**config.mk**
```make
export PLATFORM = sky130hd
export DESIGN_NAME = alu_div_sequencer
export DESIGN_NICKNAME = d
export VERILOG_FILES = /design/src/rtl/rv32im_pkg.sv /design/src/rtl/div_step.sv /design/src/rtl/alu_div_sequencer.sv
export SDC_FILE = /design/constraint.sdc
export NUM_CORES = 1
export LEC_CHECK = 0
export BUFFER_PORTS_ARGS = -buffer_cell sky130_fd_sc_hd__buf_2
export CELL_PAD_IN_SITES_DETAIL_PLACEMENT = 0
export CELL_PAD_IN_SITES_GLOBAL_PLACEMENT = 1
export CORE_UTILIZATION = 37
export CTS_BUF_LIST = sky130_fd_sc_hd__clkbuf_4 sky130_fd_sc_hd__clkbuf_8
export DETAILED_ROUTE_END_ITERATION = 7
export PLACE_DENSITY = 0.75
export SYNTH_ARGS = -nofsm -noshare
export SYNTH_HDL_FRONTEND = slang
export SYNTH_SLANG_ARGS = --single-unit
```
**constraint.sdc**
```tcl
create_clock -name clk -period 2.9 [get_ports clk]
set_clock_uncertainty 0.2 [all_clocks]
set_input_delay 0.29 -clock clk [delete_from_list [all_inputs] [get_ports clk]]
set_output_delay 0.29 -clock clk [all_outputs]
set_load 0.02 [all_outputs]
```
**src/rtl/rv32im_pkg.sv**
```systemverilog
// Shared RV32IM definitions: ALU select codes, divider FSM state encoding, XLEN.
package rv32im_pkg;

    localparam int XLEN = 32;

    localparam logic [4:0] ALU_DIV  = 5'b11000;
    localparam logic [4:0] ALU_DIVU = 5'b11001;
    localparam logic [4:0] ALU_REM  = 5'b11010;
    localparam logic [4:0] ALU_REMU = 5'b11011;

    typedef enum logic [2:0] {
        IDLE = 3'd0,
        INIT = 3'd1,
        ITER = 3'd2,
        FIX  = 3'd3,
        DONE = 3'd4
    } div_state_e;

    // DIV/DIVU/REM/REMU share the prefix 3'b110; bit0 = unsigned, bit1 = remainder.
    function automatic logic is_div_op(input logic [4:0] sel);
        return sel[4:2] == 3'b110;
    endfunction

endpackage

```
**src/rtl/div_step.sv**
```systemverilog
// One restoring-divide step: shift in the next dividend bit, subtract the divisor if it fits.
module div_step
    import rv32im_pkg::*;
(
    input  logic [XLEN-1:0] rem_in,
    input  logic            dvd_msb,
    input  logic [XLEN-1:0] dvs,
    output logic [XLEN-1:0] rem_out,
    output logic            q_bit
);

    // One extra bit keeps the shifted remainder exact when the divisor is above 2^31.
    logic [XLEN:0] shifted;
    logic [XLEN:0] diff;

    always_comb begin
        shifted = {rem_in, dvd_msb};
        diff    = shifted - {1'b0, dvs};
        q_bit   = ~diff[XLEN];
        rem_out = q_bit ? diff[XLEN-1:0] : shifted[XLEN-1:0];
    end

endmodule

```
**src/rtl/alu_div_sequencer.sv**
```systemverilog
// Multi-cycle RV32M DIV/DIVU/REM/REMU sequencer that stalls EX while a 32-step restoring divide runs.
// Define DIV_EARLY_OUT_EN to finish divide-by-zero and signed overflow straight from INIT.
module alu_div_sequencer
    import rv32im_pkg::*;
#(
    parameter int CNT_W = 6
) (
    input  logic            clk,
    input  logic            reset,
    input  logic            start,
    input  logic [4:0]      select,
    input  logic [XLEN-1:0] data1,
    input  logic [XLEN-1:0] data2,
    output logic [XLEN-1:0] result,
    output logic            valid,
    output logic            busy,
    output logic            stall,
    output div_state_e      state_dbg
);

    div_state_e       state_q;
    logic [XLEN-1:0]  dvd;
    logic [XLEN-1:0]  dvs;
    logic [XLEN-1:0]  rem;
    logic [CNT_W-1:0] cnt;
    logic             op_signed;
    logic             op_rem;
    logic             neg_q;
    logic             neg_r;

    logic            accept;
    logic            sign1;
    logic            sign2;
    logic            div_zero;
    logic [XLEN-1:0] step_rem;
    logic            step_q;

    assign accept    = start & is_div_op(select) & ((state_q == IDLE) | (state_q == DONE));
    assign stall     = accept | busy;
    assign state_dbg = state_q;

    assign sign1    = op_signed & dvd[XLEN-1];
    assign sign2    = op_signed & dvs[XLEN-1];
    assign div_zero = (dvs == '0);

`ifdef DIV_EARLY_OUT_EN
    logic sgn_ovf;
    assign sgn_ovf = op_signed & (dvd == {1'b1, {(XLEN-1){1'b0}}}) & (dvs == '1);
`endif

    div_step u_div_step (
        .rem_in  (rem),
        .dvd_msb (dvd[XLEN-1]),
        .dvs     (dvs),
        .rem_out (step_rem),
        .q_bit   (step_q)
    );

    // dvd doubles as the quotient accumulator: quotient bits shift in as dividend bits shift out.
    always_ff @(posedge clk) begin
        if (reset) begin
            state_q   <= IDLE;
            dvd       <= '0;
            dvs       <= '0;
            rem       <= '0;
            cnt       <= '0;
            op_signed <= 1'b0;
            op_rem    <= 1'b0;
            neg_q     <= 1'b0;
            neg_r     <= 1'b0;
            result    <= '0;
            valid     <= 1'b0;
            busy      <= 1'b0;
        end else begin
            valid <= 1'b0;
            case (state_q)
                IDLE, DONE: begin
                    if (accept) begin
                        dvd       <= data1;
                        dvs       <= data2;
                        op_signed <= ~select[0];
                        op_rem    <= select[1];
                        busy      <= 1'b1;
                        state_q   <= INIT;
                    end else begin
                        state_q <= IDLE;
                    end
                end
                INIT: begin
                    dvd     <= sign1 ? -dvd : dvd;
                    dvs     <= sign2 ? -dvs : dvs;
                    // A zero divisor must yield all-ones whatever the dividend sign.
                    neg_q   <= (sign1 ^ sign2) & ~div_zero;
                    neg_r   <= sign1;
                    rem     <= '0;
                    cnt     <= '0;
                    state_q <= ITER;
`ifdef DIV_EARLY_OUT_EN
                    if (div_zero) begin
                        result  <= op_rem ? dvd : '1;
                        busy    <= 1'b0;
                        valid   <= 1'b1;
                        state_q <= DONE;
                    end else if (sgn_ovf) begin
                        result  <= op_rem ? '0 : dvd;
                        busy    <= 1'b0;
                        valid   <= 1'b1;
                        state_q <= DONE;
                    end
`endif
                end
                ITER: begin
                    rem <= step_rem;
                    dvd <= {dvd[XLEN-2:0], step_q};
                    cnt <= cnt + 1'b1;
                    if (cnt == CNT_W'(XLEN - 1)) begin
                        state_q <= FIX;
                    end
                end
                FIX: begin
                    if (op_rem) begin
                        result <= neg_r ? -rem : rem;
                    end else begin
                        result <= neg_q ? -dvd : dvd;
                    end
                    busy    <= 1'b0;
                    valid   <= 1'b1;
                    state_q <= DONE;
                end
                default: begin
                    busy    <= 1'b0;
                    state_q <= IDLE;
                end
            endcase
        end
    end

endmodule

```
# After elaboration in Yosys (flattened, before gate mapping)
# Index checks and enable logic that the tools add are counted.
[totals]
wordCells = 68
latchBits = 0
n_memories = 0
inputBits = 72
mem_bits_ro = 0
ramBits = 0
out_inout_bits = 38
regBits = 143
[op_classes]
n_addsub = 5
n_bitwise = 12
mux = 18
n_reduce_logical = 11
n_lt_le_gt_ge = 0
div_mod_pow = 0
multipliers = 0
shift = 0
eq_ne = 10
[ops]
columns = ["operator", "count"]
rows = [
  ["32-bit 2-to-1 mux", 8],
  ["32-bit case mux with 2 select lines", 2],
  ["32-bit negator", 3],
  ["32-bit case mux with 3 select lines", 1],
  ["33-bit by 32-bit subtractor with 33-bit output", 1],
  ["32-bit logical NOT", 1],
  ["3-bit case mux with 4 select lines", 1],
  ["6-bit case mux with 2 select lines", 1],
  ["2-bit inequality test, second input constant", 4],
  ["6-bit by 1-bit adder with 6-bit output, second input constant", 1],
  ["3-bit by 2-bit == test with 1-bit output, second input constant", 2],
  ["3-bit == test, second input constant", 2],
  ["6-bit by 5-bit == test with 1-bit output, second input constant", 1],
  ["3-bit AND reduction", 2],
  ["1-bit bitwise AND", 5],
  ["1-bit NOT", 4],
  ["2-bit AND reduction", 2],
  ["2-bit nonzero test", 2],
  ["2-bit OR reduction", 2],
  ["3-bit by 1-bit == test with 1-bit output, second input constant", 1],
  ["3-bit logical NOT", 1],
  ["1-bit 2-to-1 mux", 3],
  ["3-bit 2-to-1 mux", 1],
  ["3-bit nonzero test", 1],
  ["3 further kinds", 4],
]

# Longest topological paths before layout
[depth]
ltp_word = 5
ltp_mapped = 14
ltp_nobuf = 11

# Hierarchy
# From an unflattened synthesis, not the netlist that was laid out.
[hier_totals]
hier_cells = 1406
area_unflattened_um2 = 10694.0
[modules_own_cells]
columns = ["mod", "seq_area_each_um2", "cells_each", "area_per_inst_um2", "n_inst"]
rows = [
  ["alu_div_sequencer", 2862.7, 1097, 8376.8, 1],
  ["div_step", 0.0, 309, 2317.2, 1],
]

# Worst setup path after synthesis
# Ideal clock, no wire load.
[synth_timing]
path_type = "register to register"
from = "register dvd[31]"
to = "register rem[27]"
arrival_ns = 2.863
path_slack_ns = -0.242
setup_time_ns = 0.079
n_path_buf = 2
required_time_ns = 2.621
path_stages_with_launch = 14
period_less_slack_ns = 3.142
cell_sequence = "dfxtp_1 clkbuf_1 inv_1 ha_1 fa_1 nand2b_1 a21oi_1 o311ai_0 nand2_1 and3_1 nor3_1 clkbuf_1 or4b_1 o211ai_1"
[synth_via]
elab_chain_len = 3
[synth_lines]
columns = ["element", "line", "rtl"]
rows = [
  ["start: declaration", "alu_div_sequencer.sv:22", "logic [XLEN-1:0] dvd;"],
  ["start signal: assignment", "alu_div_sequencer.sv:79", "dvd <= data1;"],
  ["start signal: assignment", "alu_div_sequencer.sv:90", "dvd <= sign1 ? -dvd : dvd;"],
  ["start signal: assignment", "alu_div_sequencer.sv:114", "dvd <= {dvd[XLEN-2:0], step_q};"],
  ["33-bit by 32-bit subtractor with 33-bit output", "div_step.sv:18", "diff = shifted - {1'b0, dvs};"],
  ["32-bit 2-to-1 mux", "div_step.sv:20", "rem_out = q_bit ? diff[XLEN-1:0] : shifted[XLEN-1:0];"],
  ["32-bit case mux with 2 select lines", "alu_div_sequencer.sv:76", "case (state_q)"],
  ["end signal: assignment", "alu_div_sequencer.sv:113", "rem <= step_rem;"],
  ["end: declaration", "alu_div_sequencer.sv:24", "logic [XLEN-1:0] rem;"],
]
# No other way between the ends.
# A chain may end at the register's enable or synchronous reset.

# Worst setup path after layout
[layout_timing]
from = "register dvd[10]"
to = "register dvd[15]"
[layout_via]
elab_chain_len = 3
[layout_lines]
columns = ["element", "line"]
rows = [
  ["32-bit negator", "alu_div_sequencer.sv:90"],
  ["32-bit 2-to-1 mux", "alu_div_sequencer.sv:90"],
  ["32-bit case mux with 3 select lines", "alu_div_sequencer.sv:76"],
]
# No other way between the ends. The select of a mux whose other input is x is not followed.

==> impl_results.md <==
- Worst setup EP type: register
- Number of antenna diodes: 0
- Area Overhead vs Synth: 42.5%
- Final ANT Viol Nets: 0
- CP cell instances: or4_4 > buf_6 > or3_4 > or3_4 > or3_4 > nor3b_1 > a221o_1 > a22oi_1 > nor2_1
- Htree depth: 4
- Fillers: around 2800
- Later-pin clock latency in the skew report: 0.48 ns
- GP Congestion: 0.921
- Gr ovfl total: 0
- Post-synth EDFFs: 0
- Setup WS pre-CTS: -0.262 ns
- Clock network power share: 0.288
- Die area: 0.0289 mm²
- Initial antenna violation count: 0
- Via density per instance: between 5 and 6
- Final wirelength: 37400 µm
- Hold_ws: 0.0218 ns
- CTS tree: done
- Gr usage total: 0.250
- CP Launch Type: register
- Post-Syn Nets: 1551
- Global-route wire length before repair: between 50000 and 60000 µm
- Clk buf depth: 2
- Final setup fails: 4
- Crit Path Category: reg -> reg
- Die Ht: 170 µm
- Hold Vio Cnt, Final: 0
- Least-Margin Pin Slew: 0.794 ns
- Largest net degree at the start of global routing: 97
- Outcome: finished with violations
- DRT iter0 DRCs: 1089
- CP Max Fanout: 4
- Fraction of layout cells with a size suffix above 1: 0.320
- Setup TNS: -0.152 ns
- Net Sw Power: between 2000 and 2500 µW
- Seq pwr share: 0.329
- Clock Sinks: 143
- Main synth FF type: dfxtp_1
- Failing checks: design-rule violations, negative setup slack
- Via count: around 12000
- Relative slew slack: 0.466
- Max-Cap Viols: 0
- Slowest CP cell: or4_4
- Final worst slack: -0.0825 ns
- # nets final: 1869
- Cell Pwr Density: 416 mW/mm²
- Delay-heaviest family, CP: simple AND/OR/NAND/NOR gates
- Sequential fraction of the synthesis area: 0.274
- Final period util: 1.03
- Post-Synthesis Cells: about 1400
- Die Span X: 170 µm
- Syn avg cell area: 7.25 µm²
- RSZ-0062 raised after global routing: yes
- Sw Share: 0.354
- Worst min path class: in -> reg
- Final Cell Area: around 0.015 mm²
- Worst path bufs/invs: 1
- Peak Freq: ~340 MHz
- Async set-or-reset flop fraction in the synthesized netlist: 0
- DR DRC count: 2
- PortBufs: 109
- Combinational power share: 0.383
- CTS clock-pin slew for the worst setup and hold paths: around 0.090 ns
- Worst vdd ir: 0.232 mV
- Mapped Area: 0.0105 mm²
- Num CTS Buffers: 17
- Root buffer cell: clkbuf_8
- Cell internal pwr: 4000 µW
- Pre-antenna DRT Iters: 8
- Seq cells post-synth: 143
- Core area: 0.0278 mm²
- # rows: 61
- Register Area: 0.00290 mm²
- Warning count from the yosys run: 0
- Vias in the first global route: around 11000
- Max-slew violations: 0
- CP max stage delay: 0.53 ns
- Count of cell types in the netlist: 71
- Tmin final: 2.98 ns
- Starting Density: 0.376
- Critical Path AT: 3.13 ns
- Post-DP HPWL: 26300 µm
- Placed instance area: 0.0129 mm²
- P_leak: 0.00611 µW
- Crit path required time: around 3.1 ns
- Area of the multi-input gates: 0.00774 mm²
- IO Count: 110
- Cell mode on critical path: or3_4
- WL/cell: 17.4 µm
## Yosys cell counts (9+ instances only)
cell | number | area, µm²
a211oi_1 | 23 | 173
a21o_1 | 12 | 90.1
a21oi_1 | 118 | 591
a221o_1 | 23 | 230
a22oi_1 | 40 | 300
a31oi_1 | 10 | 62.6
and3_1 | 12 | 75.1
buf_1 | 9 | 33.8
clkbuf_1 | 97 | 364
dfxtp_1 | 143 | 2860
ha_1 | 36 | 450
inv_1 | 53 | 199
nand2_1 | 196 | 736
nand2b_1 | 10 | 62.6
nand3_1 | 25 | 125
nand4_1 | 23 | 144
nor2_1 | 135 | 507
nor3_1 | 38 | 190
nor3b_1 | 18 | 135
nor4_1 | 13 | 81.3
o211ai_1 | 62 | 465
o21ai_0 | 90 | 450
o31ai_1 | 23 | 173
o41ai_1 | 11 | 96.3
or2_2 | 9 | 56.3
or3_1 | 18 | 113
or4_1 | 11 | 82.6
xnor2_1 | 46 | 403
xor2_1 | 36 | 315
## area by class of cell
type | instances | share of cell area
Clock inverter | 14 | 0.0114
Multi-Input combinational cell | 1134 | 0.520
Clock buffer | 18 | 0.0166
Sequential cell | 143 | 0.194
Timing Repair Buffer | 411 | 0.212
Tap cell | 378 | 0.0318
Inverter | 53 | 0.0137
## per-stage QoR
step                instances  total power [µW]  utilization
floorplan                1442              3170            -
global placement         2043              3900        0.465
detailed placement       2043              3910        0.465
CTS                      2130              5830        0.510
global route             2151              6480        0.536
finish                   2151              6200        0.536
## sequential cells by signal, indices dropped and copies added (netlist names), 3 cells and up
register   count
result        32
cnt            6
rem           32
state_dbg      3
dvd           32
dvs           32
## metal layers
layer / vias to the layer above / share of wire / GRT usage
li1: 5932 / - / -
met1: 5724 / 0.46 / 0.339
met2: 360 / 0.47 / 0.412
met3: 61 / 0.050 / 0.0326
met4: 0 / 0.024 / 0.0744
met5: - / 0 / 0
## worst register-to-register path: stages, from the launching register on
cell,delay (ns)
dfxtp_2,0.33
or4_4,0.53
buf_6,0.13
or3_4,0.36
or3_4,0.35
or3_4,0.34
nor3b_1,0.14
a221o_1,0.28
a22oi_1,0.14
nor2_1,0.06
## power groups by stage
| stage | registers (µW) | clock network, µW | logic (µW) |
|---|---|---|---|
| floorplan | 2080 | 0 | 1090 |
| global placement | 2080 | 0 | 1820 |
| detailed placement | 2080 | 0 | 1830 |
| CTS | 2040 | 1800 | 1990 |
| global route | 2050 | 1880 | 2560 |
| finish | 2040 | 1780 | 2380 |
## what timing repair did
| item | 4_1_cts | 5_1_grt |
|---|---|---|
| pin swaps | 29 | 76 |
| gates cloned | 0 | 5 |
| gates resized for setup | 64 | 121 |
| hold endpoints to repair | 44 | 0 |
| setup endpoints to repair | 45 | 58 |
| setup buffers | 11 | 18 |
| hold buffers | 44 | 0 |
## cells in the final DEF (no fill, tap or decap), types with 32 or more instances in the layout
cell / count
buf_4: 230
nand2_1: 191
nor2_1: 128
dfxtp_1: 120
buf_2: 108
a21oi_1: 106
o21ai_0: 84
o211ai_1: 62
xnor2_1: 44
dlygate4sd3_1: 44
inv_1: 39
a22oi_1: 36
xor2_1: 34
nor3_1: 32
## path summary, 6_finish.rpt
kind         depth (start not counted)   endpoint       from  slack, ns
max                                  9    dvd[15]    dvd[10]      -0.08
min                                  4    dvd[15]  data1[15]       0.02
max reg2reg                          9    dvd[15]    dvd[10]      -0.08
min reg2reg                          2  result[7]  result[7]       0.25
## cells by family after synthesis
family                   Yosys count  synth area share
multiplexers                       5           0.00491
adder cells (fa/ha/maj)           38            0.0460
AND/OR/NAND/NOR                  540             0.248
AO/OA/AOI/OAI                    469             0.298
flip-flops                       143             0.274
buffers and inverters            165            0.0606
XOR/XNOR                          82            0.0687
(Power assumes the default switching activity.)
